**config.mk**
```make
export PLATFORM = sky130hd
export DESIGN_NAME = xfire_fpu_bkm_norm_flat
export DESIGN_NICKNAME = d
export VERILOG_FILES = /design/src/rtl/xfire_fpu_bkm_norm_if.sv /design/src/rtl/xfire_fpu_bkm_norm.sv /design/src/flat_wrapper.sv
export SDC_FILE = /design/constraint.sdc
export NUM_CORES = 1
export LEC_CHECK = 0
export ABC_CLOCK_PERIOD_IN_PS = 5200
export CAP_MARGIN = 20
export CORE_ASPECT_RATIO = 2
export CORE_MARGIN = 2
export CORE_UTILIZATION = 54
export CTS_CLUSTER_DIAMETER = 120
export DETAILED_ROUTE_END_ITERATION = 8
export GPL_TIMING_DRIVEN = 0
export PLACE_DENSITY = 0.85
export SLEW_MARGIN = 40
export SYNTH_ARGS = -nofsm -noshare
export SYNTH_HDL_FRONTEND = slang
export SYNTH_SLANG_ARGS = --single-unit
export TNS_END_PERCENT = 30
```
**constraint.sdc**
```tcl
create_clock -name clk -period 5.2 [get_ports clk]
set_input_delay 0.52 -clock clk [delete_from_list [all_inputs] [get_ports clk]]
set_output_delay 0.52 -clock clk [all_outputs]
set_load 0.01 [all_outputs]
```
**src/rtl/xfire_fpu_bkm_norm_if.sv**
```systemverilog
// Handshake and data bundle for the BKM result normaliser: an upstream word
// channel and a downstream normalised-result channel.
interface xfire_fpu_bkm_norm_if #(
  parameter int W = 32,
  parameter int E = 6
);
  logic         in_valid;
  logic         in_ready;
  logic [W-1:0] in_data;
  logic         out_valid;
  logic         out_ready;
  logic         out_sign;
  logic [W-1:0] out_mant;
  logic [E-1:0] out_exp;
  logic         out_zero;

  modport slave (
    input  in_valid, in_data, out_ready,
    output in_ready, out_valid, out_sign, out_mant, out_exp, out_zero
  );

  modport master (
    output in_valid, in_data, out_ready,
    input  in_ready, out_valid, out_sign, out_mant, out_exp, out_zero
  );
endinterface

```
**src/rtl/xfire_fpu_bkm_norm.sv**
```systemverilog
// Sign/magnitude normaliser for signed BKM results: left-justifies |in_data|
// and reports the shift count. Define XFIRE_FPU_BKM_NORM_FAST_EN to skip zero nibbles.
module xfire_fpu_bkm_norm #(
  parameter int W = 32,
  parameter int E = 6
) (
  input  logic                 clk,
  input  logic                 srst_n,
  input  logic                 enable,
  xfire_fpu_bkm_norm_if.slave  bus
);

  if (W < 8 || W > 64 || E < $clog2(W) + 1) begin : g_param_check
    $error("xfire_fpu_bkm_norm: illegal W/E combination");
  end

  localparam logic [1:0] IDLE  = 2'd0;
  localparam logic [1:0] SHIFT = 2'd1;
  localparam logic [1:0] DONE  = 2'd2;

  logic [1:0]   state;
  logic         sign_q;
  logic         zero_q;
  logic [W-1:0] mag_q;
  logic [E-1:0] exp_q;
  logic [W-1:0] abs_in;

  // NOTE: every signal written in always_comb gets a default first, so no path can infer a latch.
  always_comb begin
    abs_in = bus.in_data;
    if (bus.in_data[W-1]) abs_in = ~bus.in_data + W'(1);
  end

  assign bus.in_ready  = (state == IDLE) && enable;
  assign bus.out_valid = (state == DONE) && enable;
  assign bus.out_sign  = sign_q;
  assign bus.out_mant  = mag_q;
  assign bus.out_exp   = exp_q;
  assign bus.out_zero  = zero_q;

  // NOTE: state is updated with non-blocking assignments only, so every register sees pre-edge values.
  always_ff @(posedge clk) begin
    if (!srst_n) begin
      state  <= IDLE;
      sign_q <= 1'b0;
      zero_q <= 1'b0;
      mag_q  <= '0;
      exp_q  <= '0;
    end else if (enable) begin
      case (state)
        IDLE: begin
          if (bus.in_valid) begin
            sign_q <= bus.in_data[W-1];
            mag_q  <= abs_in;
            exp_q  <= '0;
            zero_q <= (abs_in == '0);
            state  <= (abs_in == '0) ? DONE : SHIFT;
          end
        end
        SHIFT: begin
          if (mag_q[W-1]) begin
            state <= DONE;
`ifdef XFIRE_FPU_BKM_NORM_FAST_EN
          end else if (mag_q[W-1 -: 4] == 4'd0) begin
            // A whole zero nibble at the top can go in one step; exp stays below W.
            mag_q <= mag_q << 4;
            exp_q <= exp_q + E'(4);
`endif
          end else begin
            mag_q <= mag_q << 1;
            exp_q <= exp_q + E'(1);
          end
        end
        DONE: begin
          if (bus.out_ready) state <= IDLE;
        end
        default: state <= IDLE;
      endcase
    end
  end

endmodule

```
**src/flat_wrapper.sv**
```systemverilog
// flat-port wrapper written by rule: the top's interface ports become plain ports
module xfire_fpu_bkm_norm_flat 
#(
  parameter int W = 32,
  parameter int E = 6
)
  (clk, srst_n, enable, bus_in_valid, bus_in_data, bus_out_ready, bus_in_ready, bus_out_valid, bus_out_sign, bus_out_mant, bus_out_exp, bus_out_zero);
  xfire_fpu_bkm_norm_if #(.W(W), .E(E)) bus_i ();
  input  logic clk;
  input  logic srst_n;
  input  logic enable;
  input wire logic [$bits(bus_i.in_valid)-1:0] bus_in_valid;
  input wire logic [$bits(bus_i.in_data)-1:0] bus_in_data;
  input wire logic [$bits(bus_i.out_ready)-1:0] bus_out_ready;
  output wire logic [$bits(bus_i.in_ready)-1:0] bus_in_ready;
  output wire logic [$bits(bus_i.out_valid)-1:0] bus_out_valid;
  output wire logic [$bits(bus_i.out_sign)-1:0] bus_out_sign;
  output wire logic [$bits(bus_i.out_mant)-1:0] bus_out_mant;
  output wire logic [$bits(bus_i.out_exp)-1:0] bus_out_exp;
  output wire logic [$bits(bus_i.out_zero)-1:0] bus_out_zero;
  assign bus_i.in_valid = bus_in_valid;
  assign bus_i.in_data = bus_in_data;
  assign bus_i.out_ready = bus_out_ready;
  assign bus_in_ready = bus_i.in_ready;
  assign bus_out_valid = bus_i.out_valid;
  assign bus_out_sign = bus_i.out_sign;
  assign bus_out_mant = bus_i.out_mant;
  assign bus_out_exp = bus_i.out_exp;
  assign bus_out_zero = bus_i.out_zero;
  xfire_fpu_bkm_norm #(.W(W), .E(E)) u_core (.clk(clk), .srst_n(srst_n), .enable(enable), .bus(bus_i));
endmodule
```
==> flow_summary.json <==
{
  "ff_latch_area_um2": 841,
  "rsz0062_at_grt": "false",
  "synth_xor_area_frac": 0.0885,
  "avgSynthCellArea_um2": 7.40,
  "hold_viol_final": 0,
  "numPortBuffers": 68,
  "worst_slew_pin_slew_ns": 0.740,
  "cp-start-kind": "input pin",
  "numCtsBuffers": 5,
  "drt-vias-per-instance": 6.44,
  "timing.clock.skew_ns": 0.00356,
  "maxSlewHeadroom": 0.505,
  "diodes": 0,
  "synth_area_um2": 3260,
  "grt_pass1_vias": 3382,
  "min_period_ns": 3.54,
  "cts_sinks": 42,
  "wl_per_cell_um": 18.1,
  "grt_start_max_net_pins": 13,
  "power_per_cell_area_nw_per_um2": 236,
  "ios": 79,
  "grt_usage": 0.319,
  "ir_drop_mv": 0.185,
  "dr.pass1.iters": 9,
  "synthSimpleGateAreaFrac": 0.308,
  "cp_max_fo": 10,
  "cts_tree": "built",
  "ctsHoldBuffers": 0,
  "setup_tns_ns": 0,
  "leakage_nw": 1.45,
  "slew_viol_final": 0,
  "yosys_warnings": 0,
  "fillers": 520,
  "p_int_mw": 0.694,
  "synth-async-reset-ratio": 0,
  "period_share": 0.680,
  "dr_total_vias": 3735,
  "nets": 555,
  "synthAdderAreaFrac": 0.00767,
  "root_buffer": "clkbuf_16",
  "cp.required_ns": 5.37,
  "p_total_mw": 0.991,
  "clk_latency_ns": 0.28,
  "setup_viol": 0,
  "cap_violations": 0,
  "status": "finished with violations",
  "drcViolationCount": 4,
  "drive_above_1_share": 0.0542,
  "seq_area_frac_synth": 0.258,
  "cts_setup_buffers": 0,
  "synth_mux_area_frac": 0.00997,
  "die_y_um": 114,
  "synth_edf_count": 0,
  "dp_hpwl_mm": 7.79,
  "num_rows": 40,
  "dieArea_um2": 6720,
  "swShare": 0.300,
  "fmax_mhz": 283,
  "synth_cell_types": 63,
  "ys.flop_type": "dfxtp_1",
  "syn_to_final_growth_pct": 28.4,
  "violations": "design-rule violations",
  "core_area_um2": 5910,
  "die_w_um": 59.0,
  "synth_compound_area_frac": 0.272,
  "grt_overflow": 0,
  "syn_nets": 480,
  "crit_end": "u_core.state[0]",
  "clk_pin_slew_ns": 0.06,
  "switching_power_mw": 0.297,
  "r2r-end": "u_core.bus.out_mant[28]",
  "cts_resized": 0,
  "grt_pass1_wl_mm": 16.6,
  "r2r-start": "u_core.state[0]",
  "yosys_register_bits": 42,
  "seqPwrFrac": 0.367,
  "endpoint_kind": "register",
  "p_comb_frac": 0.281,
  "netlist_instances": 441,
  "rrSetupSlack_ns": 2.90,
  "synth_top_family_by_area": "simple AND/OR/NAND/NOR gates",
  "wirelength_mm": 10.5,
  "hold_path.class": "register to register",
  "htreeDepth": 2,
  "antenna_found_initial": 0,
  "gp_congestion": 0.979,
  "critPathKind": "input pin to register",
  "drt-initial-drc-count": 274,
  "start_util": 0.553,
  "worstPathArrival_ns": 3.71,
  "cts_max_path_buffers": 2,
  "antenna_left": 0,
  "multi_input_area_um2": 2250,
  "p_clk_frac": 0.352,
  "worstRegToRegCells": 7,
  "timing.critical_path.from": "bus_in_data[3]"
}
-- area by class of cell --
cell class	count	share of cell area
buffer	39	0.0403
clock buffer	7	0.0316
clock inverter	1	0.00716
inverter	4	0.00358
multi-input combinational	356	0.536
sequential	42	0.201
tap	63	0.0188
timing repair buffer	68	0.162
-- power by group through the flow --
stage               combinational [mW]  clock, mW  sequential, mW
floorplan                        0.146          0           0.374
global placement                 0.269          0           0.369
detailed placement               0.272          0           0.369
CTS                              0.275      0.348           0.363
global route                     0.303      0.365           0.365
finish                           0.279      0.349           0.363
-- cells in the final DEF, fill, tap and decap left out, types with 3 or more instances in the layout --
cell type | synthesis | routed
clkdlybuf4s50_1 | 0 | 68
dfxtp_1 | 42 | 42
a21oi_1 | 41 | 41
nand2_1 | 38 | 38
o21ai_0 | 36 | 36
clkbuf_1 | 29 | 31
nor2_1 | 31 | 31
xnor2_1 | 19 | 19
nor3_1 | 18 | 18
xor2_1 | 14 | 14
nor2b_1 | 13 | 13
or3_1 | 11 | 11
nand3_1 | 10 | 10
and2_1 | 9 | 9
o31ai_1 | 8 | 8
nand4_1 | 8 | 8
or4_1 | 7 | 7
and3_1 | 7 | 7
a211oi_1 | 6 | 6
a221oi_1 | 6 | 6
nor4_1 | 7 | 6
nor3b_1 | 5 | 5
nand2b_1 | 5 | 5
clkbuf_16 | 0 | 5
inv_1 | 4 | 4
buf_1 | 4 | 4
a222oi_1 | 4 | 4
a31oi_1 | 4 | 4
buf_2 | 3 | 3
a21boi_0 | 3 | 3
o31a_1 | 3 | 3
-- worst min path at each step --
stage                          startpoint                    end  slack, ns  depth (start not counted)
finish                u_core.bus.out_sign    u_core.bus.out_sign       0.48                          2
global route        u_core.bus.out_exp[5]  u_core.bus.out_exp[5]       0.50                          2
CTS                   u_core.bus.out_sign    u_core.bus.out_sign       0.48                          2
detailed placement    u_core.bus.out_sign    u_core.bus.out_sign       0.47                          2
global placement      u_core.bus.out_sign    u_core.bus.out_sign       0.45                          2
floorplan             u_core.bus.out_sign    u_core.bus.out_sign       0.49                          2
-- logic make-up (layout without fill, tap and decap cells) --
family / count (synthesis) / count (layout)
AND/OR/NAND/NOR: 182 / 182
AO/OA/AOI/OAI: 136 / 136
flip-flops: 42 / 42
multiplexers: 3 / 3
buffers and inverters: 43 / 119
XOR/XNOR: 33 / 33
adder cells (fa/ha/maj): 2 / 2
-- worst max-delay path: stages --
cell and delay, ns:
clkdlybuf4s50_1 0.55, or4_1 0.64, or3_1 0.45, buf_2 0.22, o41ai_1 0.32, xor2_1 0.29
o311a_1 0.22, nand4_2 0.16, o31a_1 0.34
-- sequential cells by signal (all words and copies together), names as in the netlist --
| signal | cells |
|---|---|
| u_core.state | 2 |
| u_core.bus.out_mant | 32 |
| u_core.bus.out_sign | 1 |
| u_core.bus.out_zero | 1 |
| u_core.bus.out_exp | 6 |
-- per-layer routing --
metal,up-vias,GRT usage,share of wire
li1,1783,-,-
met1,1694,0.396,0.37
met4,0,0.189,0.065
met3,43,0.0465,0.080
met5,-,0,0
met2,215,0.507,0.48
-- cell usage after synthesis (2+ instances only) --
cell type | n | share of area
and2_1 | 9 | 0.017
a222oi_1 | 4 | 0.012
a21oi_1 | 41 | 0.063
buf_1 | 4 | 0.0046
ha_1 | 2 | 0.0077
nand2b_1 | 5 | 0.0096
inv_1 | 4 | 0.0046
o21a_1 | 2 | 0.0046
dfxtp_1 | 42 | 0.26
or4_4 | 2 | 0.0069
nor3b_1 | 5 | 0.011
xnor2_1 | 19 | 0.051
or2_2 | 2 | 0.0038
nand3_1 | 10 | 0.015
or3_1 | 11 | 0.021
o21ai_1 | 2 | 0.0031
a221oi_1 | 6 | 0.016
nand2_1 | 38 | 0.044
and3_1 | 7 | 0.013
and3b_1 | 2 | 0.0054
a21boi_0 | 3 | 0.0069
o31ai_1 | 8 | 0.018
xor2_1 | 14 | 0.038
nor2b_1 | 13 | 0.025
o41ai_1 | 2 | 0.0054
a211oi_1 | 6 | 0.014
o211ai_1 | 2 | 0.0046
nor2_1 | 31 | 0.036
o21ai_0 | 36 | 0.055
nor4_1 | 7 | 0.013
clkbuf_1 | 29 | 0.033
nand4_1 | 8 | 0.015
or4b_1 | 2 | 0.0061
mux2_2 | 2 | 0.0069
or4_1 | 7 | 0.016
a31oi_1 | 4 | 0.0077
nor3_1 | 18 | 0.028
a41oi_1 | 2 | 0.0054
buf_2 | 3 | 0.0046
buf_6 | 2 | 0.0069
o31a_1 | 3 | 0.0081
-- through the flow --
step,utilization,hold WS (ns),instance area (µm²),instances,worst slack [ns]
after detailed placement,0.681,0.467,4020,572,1.42
after CTS,0.709,0.484,4190,580,1.71
after global placement,0.681,0.453,4020,572,1.46
final,0.710,0.479,4190,580,1.66
after floorplan,-,0.488,3260,441,2.21
after global routing,0.710,0.502,4190,580,1.57
No activity file was read; power rests on OpenSTA's default activity.
